$ cat src/rtl/lane_wb_arbiter.sv
// Writeback collector for one vector lane: round-robin arbitration of the
// functional-unit result channels onto a single registered register-file
// write port, with per-unit slice completion pulses and an ordering check.
module lane_wb_arbiter #(
  parameter int unsigned NUM_FU  = 5,
  parameter int unsigned SLICE_W = 16,
  parameter int unsigned ELEM_W  = 16,
  parameter int unsigned VREG_W  = 6,
  parameter int unsigned GIDX_W  = 10,
  parameter int unsigned ITER_W  = $clog2(SLICE_W)
) (
  input  logic                         CLK,
  input  logic                         nRST,
  input  logic                         flush,
  input  logic [NUM_FU-1:0]            fu_valid,
  output logic [NUM_FU-1:0]            fu_ready,
  input  logic [NUM_FU*ELEM_W-1:0]     fu_data,
  input  logic [NUM_FU*VREG_W-1:0]     fu_vd,
  input  logic [NUM_FU*GIDX_W-1:0]     fu_gidx,
  input  logic [NUM_FU*ITER_W-1:0]     fu_iter,
  input  logic [NUM_FU-1:0]            fu_mask,
  output logic                         wb_valid,
  input  logic                         wb_ready,
  output logic                         wb_we,
  output logic [VREG_W-1:0]            wb_vd,
  output logic [GIDX_W-1:0]            wb_elem_idx,
  output logic [ELEM_W-1:0]            wb_data,
  output logic [$clog2(NUM_FU)-1:0]    wb_src,
  output logic [NUM_FU-1:0]            fu_done,
  output logic                         wb_err
);

  localparam int unsigned SRC_W = $clog2(NUM_FU);
  localparam int unsigned CNT_W = ITER_W + 1;

  logic [SRC_W-1:0]  rr_ptr;
  logic [CNT_W-1:0]  cnt [NUM_FU];

  logic              slot_free;
  logic              grant_found;
  logic              accept;
  logic [SRC_W-1:0]  grant_idx;
  logic [ELEM_W-1:0] sel_data;
  logic [VREG_W-1:0] sel_vd;
  logic [GIDX_W-1:0] sel_gidx;
  logic [ITER_W-1:0] sel_iter;
  logic              sel_mask;
  logic [CNT_W-1:0]  sel_cnt;

  assign slot_free = !wb_valid || wb_ready;
  assign accept    = slot_free && !flush && grant_found;

  // Cyclic priority search from rr_ptr, done as two linear passes
  // (units at/above the pointer first, then those below) so every
  // channel select uses a constant index.
  always_comb begin
    grant_found = 1'b0;
    grant_idx   = '0;
    sel_data    = '0;
    sel_vd      = '0;
    sel_gidx    = '0;
    sel_iter    = '0;
    sel_mask    = 1'b0;
    sel_cnt     = '0;
    for (int unsigned pass = 0; pass < 2; pass++) begin
      for (int unsigned k = 0; k < NUM_FU; k++) begin
        if (!grant_found && fu_valid[k] &&
            ((pass == 0) ? (k >= 32'(rr_ptr)) : (k < 32'(rr_ptr)))) begin
          grant_found = 1'b1;
          grant_idx   = SRC_W'(k);
          sel_data    = fu_data[k*ELEM_W +: ELEM_W];
          sel_vd      = fu_vd[k*VREG_W +: VREG_W];
          sel_gidx    = fu_gidx[k*GIDX_W +: GIDX_W];
          sel_iter    = fu_iter[k*ITER_W +: ITER_W];
          sel_mask    = fu_mask[k];
          sel_cnt     = cnt[k];
        end
      end
    end
  end

  // One-hot grant, only when the output slot can take an element.
  always_comb begin
    fu_ready = '0;
    if (slot_free && !flush && grant_found) begin
      fu_ready[grant_idx] = 1'b1;
    end
  end

  // Output register, round-robin pointer, completion counters and error flag.
  always_ff @(posedge CLK or negedge nRST) begin
    if (!nRST) begin
      wb_valid    <= 1'b0;
      wb_we       <= 1'b0;
      wb_vd       <= '0;
      wb_elem_idx <= '0;
      wb_data     <= '0;
      wb_src      <= '0;
      fu_done     <= '0;
      wb_err      <= 1'b0;
      rr_ptr      <= '0;
      for (int unsigned i = 0; i < NUM_FU; i++) cnt[i] <= '0;
    end else if (flush) begin
      wb_valid <= 1'b0;
      fu_done  <= '0;
      wb_err   <= 1'b0;
      rr_ptr   <= '0;
      for (int unsigned i = 0; i < NUM_FU; i++) cnt[i] <= '0;
    end else begin
      fu_done <= '0;
      if (accept) begin
        wb_valid    <= 1'b1;
        wb_we       <= sel_mask;
        wb_vd       <= sel_vd;
        wb_elem_idx <= sel_gidx + GIDX_W'(sel_iter);
        wb_data     <= sel_data;
        wb_src      <= grant_idx;
        rr_ptr      <= (grant_idx == SRC_W'(NUM_FU - 1)) ? '0 : grant_idx + 1'b1;
        if (sel_cnt == CNT_W'(SLICE_W - 1)) begin
          cnt[grant_idx]     <= '0;
          fu_done[grant_idx] <= 1'b1;
        end else begin
          cnt[grant_idx] <= sel_cnt + 1'b1;
        end
        if (sel_iter != sel_cnt[ITER_W-1:0]) begin
          wb_err <= 1'b1;
        end
      end else if (slot_free) begin
        wb_valid <= 1'b0;
      end
    end
  end

endmodule

$ cat config.mk
export PLATFORM = sky130hd
export DESIGN_NAME = lane_wb_arbiter
export DESIGN_NICKNAME = d
export VERILOG_FILES = /design/src/rtl/lane_wb_arbiter.sv
export SDC_FILE = /design/constraint.sdc
export NUM_CORES = 1
export LEC_CHECK = 0
export ABC_AREA = 0
export BUFFER_PORTS_ARGS = -buffer_cell sky130_fd_sc_hd__buf_4
export CAP_MARGIN = 20
export CELL_PAD_IN_SITES_DETAIL_PLACEMENT = 2
export CELL_PAD_IN_SITES_GLOBAL_PLACEMENT = 2
export CORE_MARGIN = 3
export CORE_UTILIZATION = 24
export DETAILED_ROUTE_END_ITERATION = 8
export PLACE_DENSITY_LB_ADDON = 0.1
export SYNTH_ARGS = -nofsm -noshare
export SYNTH_HDL_FRONTEND = slang
export SYNTH_SLANG_ARGS = --single-unit
$ cat constraint.sdc
create_clock -name CLK -period 4 [get_ports CLK]
set_input_delay 0.8 -clock CLK [delete_from_list [all_inputs] [get_ports CLK]]
set_output_delay 0.8 -clock CLK [all_outputs]
set_load 0.1 [all_outputs]
==> results.sh, run 1 <==
export IMPL_yosys_warnings=0
export IMPL_p_total_mw=6.14
export IMPL_path_clk_slew_ps=70
export IMPL_max_freq_ghz=0.261
export IMPL_clock_latency_ps=350
export IMPL_dieWidth_um=160
export IMPL_placed_cells=1273
export IMPL_final_setup_viol_count=0
export IMPL_cp_data_arrival_time_ps=3030
export IMPL_synth_area_mm2=0.00570
export IMPL_status="complete, no violations"
export IMPL_leakage_nw=3.99
export IMPL_netlist_top_cells_area="dfrtp_1 31%, nand2_1 5.9%, a221oi_1 5.4%"
export IMPL_diodes=0
export IMPL_clock_path_buffers=2
export IMPL_finalMaxSlewViolations=0
export IMPL_synth_cell_type_count=68
export IMPL_setup_slack_ps=175
export IMPL_antenna_found_initial=0
export IMPL_syn_area_per_cell_um2=8.00
export IMPL_worst_slew_pin_slew_ps=786
export IMPL_dp_hpwl_um=25300
export IMPL_ff2ff_path_depth=17
export IMPL_clock_sinks=71
export IMPL_yosys_register_bits=71
export IMPL_rsz0062_at_grt="yes"
export IMPL_fp_dieH_um=160
export IMPL_drc=0
export IMPL_skew_ps=9.80
export IMPL_layout_nets=1186
export IMPL_root_buffer="clkbuf_16"
export IMPL_grtUsageTotal=0.250
export IMPL_period_needed_ps=3830
export IMPL_powerDensity_mw_per_mm2=703
export IMPL_grt_max_degree=72
export IMPL_drv_cap=0
export IMPL_hold_violations=0
export IMPL_worstPathRequired_ps=3200
export IMPL_hold_buffers=0
export IMPL_hold_class="input pin to async pin"
export IMPL_wl_per_cell_um=25.4
export IMPL_placed_cell_area_mm2=0.00826
export IMPL_globalRoute_totalOverflow=0
export IMPL_crit_start="rr_ptr[2]"
export IMPL_vdd_drop_max_mv=0.328
export IMPL_synth_edf_count=0
export IMPL_cts_tree="yes"
export IMPL_drive_gt1_frac=0.379
export IMPL_drt_iter0_drc=625
export IMPL_routed_wl_um=33100
export IMPL_core_area_mm2=0.0230
export IMPL_layout_common_cells="318 x buf_4, 89 x nand2_1, 68 x dfrtp_1"
export IMPL_final_common_cell="buf_4"
export IMPL_async_flop_share=1.00
export IMPL_initial_core_util=0.248
export IMPL_numPortBuffers=241
export IMPL_synth_net_count=915
export IMPL_syn_to_final_growth_pct=53.3
export IMPL_firstDrtPassIters=6
export IMPL_via_per_inst=5.68
export IMPL_fill_cells=2671
export IMPL_whs_ps=281
export IMPL_htree_levels=3
export IMPL_gp_congestion=0.877
export IMPL_crit_fanout=11
export IMPL_num_vias=7385
export IMPL_slew_headroom=0.471
export IMPL_timing_rr_start="rr_ptr[1]"
export IMPL_grt_pass1_wl_um=50300
export IMPL_fin_tns_setup_ps=0
export IMPL_die_area_mm2=0.0256
export IMPL_grt_pass1_vias=8118
export IMPL_io_pins=242
export IMPL_fin_util=0.380
export IMPL_cts_buffers_inserted=9
export IMPL_endpoint_kind="output pin"
export IMPL_yosysTopAreaCell="dfrtp_1"
export IMPL_instances_no_fill=1301
export IMPL_ys_seq_area_frac=0.312
export IMPL_finalCritPeriodShare=0.956
export IMPL_synth_top_cell_area_share=0.312
export IMPL_crit_type="flip-flop to output pin"
export IMPL_final_area_mm2=0.00873
export IMPL_ys_flop_type="dfrtp_1"
export IMPL_place_ws_ps=-226
export IMPL_startpoint_type="flip-flop"
export IMPL_netlist_instances=712
export IMPL_antenna_left=0
export IMPL_rows=55
==> cells by family after synthesis <==
kind of cell    count (synthesis)  synth area share
flops                          71             0.312
buf+inv                        79            0.0578
fa+ha+maj                       9            0.0211
mux                             4           0.00703
xor+xnor                       13            0.0200
compound gates                294             0.371
simple gates                  242             0.212
==> where the power goes <==
group / internal [mW] / total (mW) / switching [mW]
sequential: 0.929 / 1.10 / 0.169
combinational: 1.33 / 4.17 / 2.84
clock: 0.491 / 0.875 / 0.384
==> worst paths after layout <==
path	slack, ps	end
setup / recovery	170	fu_ready[1]
hold / removal	280	wb_elem_idx[7]
setup reg to reg	250	wb_elem_idx[7]
hold reg to reg	490	wb_data[3]
max in group asynchronous	3130	wb_data[5]
min in group CLK	490	wb_data[3]
==> sequential cells by signal (all words and copies together), names as in the netlist, 3 cells and up <==
signal and count:
cnt 25, wb_data 16, wb_src 3, wb_elem_idx 10, fu_done 5, wb_vd 6
rr_ptr 3
==> Yosys cell counts (2+ instances only) <==
cell type,number
o31ai_1,3
or3_1,3
o22ai_1,16
nand3_1,17
o21ai_0,49
nand2_1,89
a32o_1,2
o21ai_2,3
and4_1,3
a221o_1,28
nor2b_1,5
nand3b_1,17
nand4_1,7
and3_1,5
nor3_1,9
a221oi_1,35
xor2_1,8
xnor2_1,5
inv_1,15
buf_6,2
o21bai_1,3
clkbuf_1,42
o221ai_1,2
dfrtp_1,71
ha_1,8
o211ai_1,2
mux2i_1,4
nand2b_1,14
buf_1,8
nor4_1,3
a22o_1,6
a21oi_1,61
a22oi_1,30
nor2_1,52
a21o_1,7
a2111oi_0,2
o21ai_1,6
a222oi_1,19
and3b_1,2
a31oi_1,8
or2_4,2
o2bb2ai_1,2
buf_2,10
and2_1,3
==> timing repair <==
action / 4_1_cts / 5_1_grt
setup endpoints to repair: 2 / 26
buffers inserted: 0 / 11
pin swaps: 1 / 4
cloned: 0 / 0
gates resized for setup: 0 / 15
==> per-layer routing <==
metal	vias to the layer above	GRT usage	wire length [um]
li1	3293	-	-
met3	32	0.0470	2040
met4	0	0.0635	577
met1	3757	0.328	14300
met2	303	0.424	16200
met5	-	0	0
==> critical path: stages (launching register included) <==
cell and delay, ps:
dfrtp_2 530, buf_4 220, nor2_1 140, o21ai_2 120
and2_4 210, nand4_1 130, a21oi_1 120, or3_4 430
nor4_4 410, buf_4 360
==> cell type report <==
| cell class | count | area, um2 | share of cell area |
|---|---|---|---|
| Multi-Input combinational cell | 562 | 3690 | 0.423 |
| Sequential cell | 71 | 1780 | 0.204 |
| Clock buffer | 9 | 225 | 0.0258 |
| Tap cell | 313 | 392 | 0.0448 |
| Clock inverter | 7 | 81.3 | 0.00931 |
| Timing Repair Buffer | 324 | 2510 | 0.287 |
| Inverter | 15 | 56.3 | 0.00645 |
No activity file was read; power rests on OpenSTA's default activity.
==> inputs of run 2 (changes only) <==
--- a/config.mk
+++ b/config.mk
@@ -5,13 +5,13 @@
 export SDC_FILE = /design/constraint.sdc
 export NUM_CORES = 1
 export LEC_CHECK = 0
-export ABC_AREA = 0
+export ABC_AREA = 1
 export BUFFER_PORTS_ARGS = -buffer_cell sky130_fd_sc_hd__buf_4
-export CAP_MARGIN = 20
+export CAP_MARGIN = 10
 export CELL_PAD_IN_SITES_DETAIL_PLACEMENT = 2
 export CELL_PAD_IN_SITES_GLOBAL_PLACEMENT = 2
 export CORE_MARGIN = 3
-export CORE_UTILIZATION = 24
+export CORE_UTILIZATION = 23
 export DETAILED_ROUTE_END_ITERATION = 8
 export PLACE_DENSITY_LB_ADDON = 0.1
 export SYNTH_ARGS = -nofsm -noshare
==> run 2 against run 1 <==
Cell area up 7.9%. Clock-buffer cell count up 1. First-iteration DRC count down 37%. Area after synthesis up 13%. Sequential cell count unchanged. Non-clock buffer count down 6. Register-to-register slack better by 170 ps. Fmax up 2.2%. Setup slack better by 84 ps. Hold slack better by 210 ps. Final cell count up 27%. Largest cell class unchanged. Largest power group unchanged.
==> results.sh, run 2 <==
export IMPL_reg_largest_list="cnt (25), wb_data (16), wb_elem_idx (10)"
export IMPL_yosysTopAreaCell="dfrtp_1"
export IMPL_diodes=0
export IMPL_slew_headroom=0.467
export IMPL_synth_top_cell_area_share=0.275
export IMPL_clock_path_buffers=2
export IMPL_grt_pass1_wl_um=56100
export IMPL_routed_wl_um=36400
export IMPL_max_freq_ghz=0.267
export IMPL_final_area_mm2=0.00942
export IMPL_gp_congestion=0.855
export IMPL_ys_top_cells_by_count="331 x nand2_1, 100 x inv_1, 71 x dfrtp_1"
export IMPL_die_area_mm2=0.0301
export IMPL_via_per_inst=5.02
export IMPL_ff2ff_path_depth=21
export IMPL_cpMaxStageDelayCell="buf_4"
export IMPL_crit_chain="buf_4 > nand3_2 > nand4_4 > nor2_4 > nand3_2 > nor3_4 > buf_4 > nor2_2 > nor2_2 > inv_2 > nor2_2 > buf_4"
export IMPL_max_flop_register="cnt"
export IMPL_ys_flop_type="dfrtp_1"
export IMPL_dieWidth_um=174
export IMPL_clock_sinks=71
export IMPL_clock_latency_ps=360
export IMPL_firstDrtPassIters=5
export IMPL_core_area_mm2=0.0273
export IMPL_final_common_cell="nand2_1"
export IMPL_num_vias=8295
export IMPL_powerDensity_mw_per_mm2=725
export IMPL_syn_area_per_cell_um2=6.45
export IMPL_period_needed_ps=3740
export IMPL_synth_xor_area_share=0.00795
export IMPL_vdd_drop_max_mv=0.427
export IMPL_p_total_mw=6.83
export IMPL_finalCritPeriodShare=0.935
export IMPL_setup_slack_ps=259
export IMPL_async_flop_share=1.00
export IMPL_largest_reg_flops=25
export IMPL_globalRoute_totalOverflow=0
export IMPL_grtUsageTotal=0.240
export IMPL_placed_cell_area_mm2=0.00908
export IMPL_fin_util=0.346
export IMPL_syn_to_final_growth_pct=45.9
export IMPL_yosys_warnings=0
export IMPL_timing_rr_start="rr_ptr[2]"
export IMPL_antenna_left=0
export IMPL_endpoint_kind="output pin"
export IMPL_worst_path_largest_cell_delay_ps=310
export IMPL_finalMaxSlewViolations=0
export IMPL_synth_net_count=1204
export IMPL_drv_cap=0
export IMPL_reg2reg_to="wb_elem_idx[9]"
export IMPL_synth_adder_area_share=0.0186
export IMPL_rows=60
export IMPL_synth_edf_count=0
export IMPL_netlist_top_cells_area="dfrtp_1 28%, nand2_1 19%, inv_1 5.8%"
export IMPL_holdPathStages=2
export IMPL_layout_nets=1479
export IMPL_drt_iter0_drc=392
export IMPL_worstPathRequired_ps=3200
export IMPL_leakage_nw=4.56
export IMPL_root_buffer="clkbuf_16"
export IMPL_numPortBuffers=241
export IMPL_startpoint_type="input pin"
export IMPL_yosysMostFrequentCell="nand2_1"
export IMPL_placed_cells=1637
export IMPL_instances_no_fill=1653
export IMPL_synth_area_mm2=0.00646
export IMPL_initial_core_util=0.237
export IMPL_crit_type="input pin to output pin"
export IMPL_r2r_slack_ps=420
export IMPL_skew_ps=5.98
export IMPL_hold_class="flip-flop to flip-flop"
export IMPL_fp_dieH_um=174
export IMPL_min_from="wb_elem_idx[9]"
export IMPL_place_ws_ps=-43.3
export IMPL_grt_max_degree=53
export IMPL_final_setup_viol_count=0
export IMPL_hold_end="wb_elem_idx[9]"
export IMPL_synth_cell_type_count=55
export IMPL_htree_levels=3
export IMPL_cts_buffers_inserted=9
export IMPL_grt_pass1_vias=9202
export IMPL_dp_hpwl_um=29200
export IMPL_synth_simple_gate_area_frac=0.327
export IMPL_cp_data_arrival_time_ps=2940
export IMPL_yosys_register_bits=71
export IMPL_path_clk_slew_ps=60
export IMPL_synth_compound_area_frac=0.260
export IMPL_drive_gt1_frac=0.315
export IMPL_ys_seq_area_frac=0.275
export IMPL_drc=0
export IMPL_status="complete, no violations"
export IMPL_hold_violations=0
export IMPL_netlist_instances=1001
export IMPL_cts_tree="yes"
export IMPL_synth_top_family_by_area="simple AND/OR/NAND/NOR gates"
export IMPL_worst_slew_pin_slew_ps=799
export IMPL_layout_common_cells="331 x nand2_1, 316 x buf_4, 100 x inv_1"
export IMPL_rsz0062_at_grt="no"
export IMPL_wl_per_cell_um=22.0
export IMPL_io_pins=242
export IMPL_antenna_found_initial=0
export IMPL_crit_fanout=11
export IMPL_synth_mux_area_frac=0
export IMPL_cts_setup_buffers=0
## run 2: changes by cell type in the layout (fill, tap and decap cells not counted), sizes merged, moves of 15 or more
cell     delta
inv       +101
nand3      +23
o21ai      +19
nor2       +15
o2111ai    +29
a221o      -28
a222oi     -19
nand3b     -16
a22oi      -22
nand2     +251
## run 2: final cells by class
class                           count  area (um2)
Multi-Input combinational cell    758        4000
Fill cell                        3314       17800
Timing Repair Buffer              318        2410
Clock inverter                      6        83.8
Clock buffer                       10         239
Inverter                          118         443
Tap cell                          372         465
Sequential cell                    71        1780
## run 2: stage by stage
step                      setup TNS, ps  hold slack, ps
after global routing                  0             525
after floorplan                       0             490
after detailed placement          -84.9             476
after CTS                             0             498
after global placement                0             469
final                                 0             495
## run 2: repair_timing
action	CTS	global route
endpoints found under the setup margin	0	19
gates resized for setup	0	3
hold buffers	0	0
## run 2: how the worst max path moves through the flow
| stage | slack [ps] | cells past startpoint | start | to |
|---|---|---|---|---|
| floorplan | 360 | 12 | fu_valid[3] | fu_ready[3] |
| detailed placement | -40 | 22 | fu_valid[0] | wb_elem_idx[8] |
| CTS | 220 | 11 | rr_ptr[2] | fu_ready[2] |
| global route | 40 | 27 | rr_ptr[2] | cnt[18] |
| global placement | 130 | 21 | fu_valid[0] | wb_elem_idx[6] |
| finish | 260 | 12 | fu_valid[2] | fu_ready[3] |
## run 2: logic make-up after synthesis
| kind of cell | Yosys count |
|---|---|
| and+or+nand+nor | 488 |
| AOI/OAI and AO/OA | 256 |
| buffers and inverters | 172 |
| DFF | 71 |
| adders and majority gates | 9 |
| xor gates and xnor gates | 5 |
## run 2: power breakdown
| part | internal (mW) | switching (mW) |
|---|---|---|
| clock | 0.562 | 0.364 |
| sequential | 0.947 | 0.171 |
| combinational | 1.44 | 3.34 |
## run 2: routing by layer
layer | routed length, um | track usage | vias to the layer above
met5 | 0 | 0 | -
met4 | 792 | 0.0611 | 0
met3 | 1840 | 0.0495 | 42
met2 | 16800 | 0.396 | 213
met1 | 17000 | 0.320 | 4096
li1 | - | - | 3944
## run 2: critical path, delay by kind of cell
family	cells	cell delay, ps
buf+inv	4	860
simple gates	8	1280
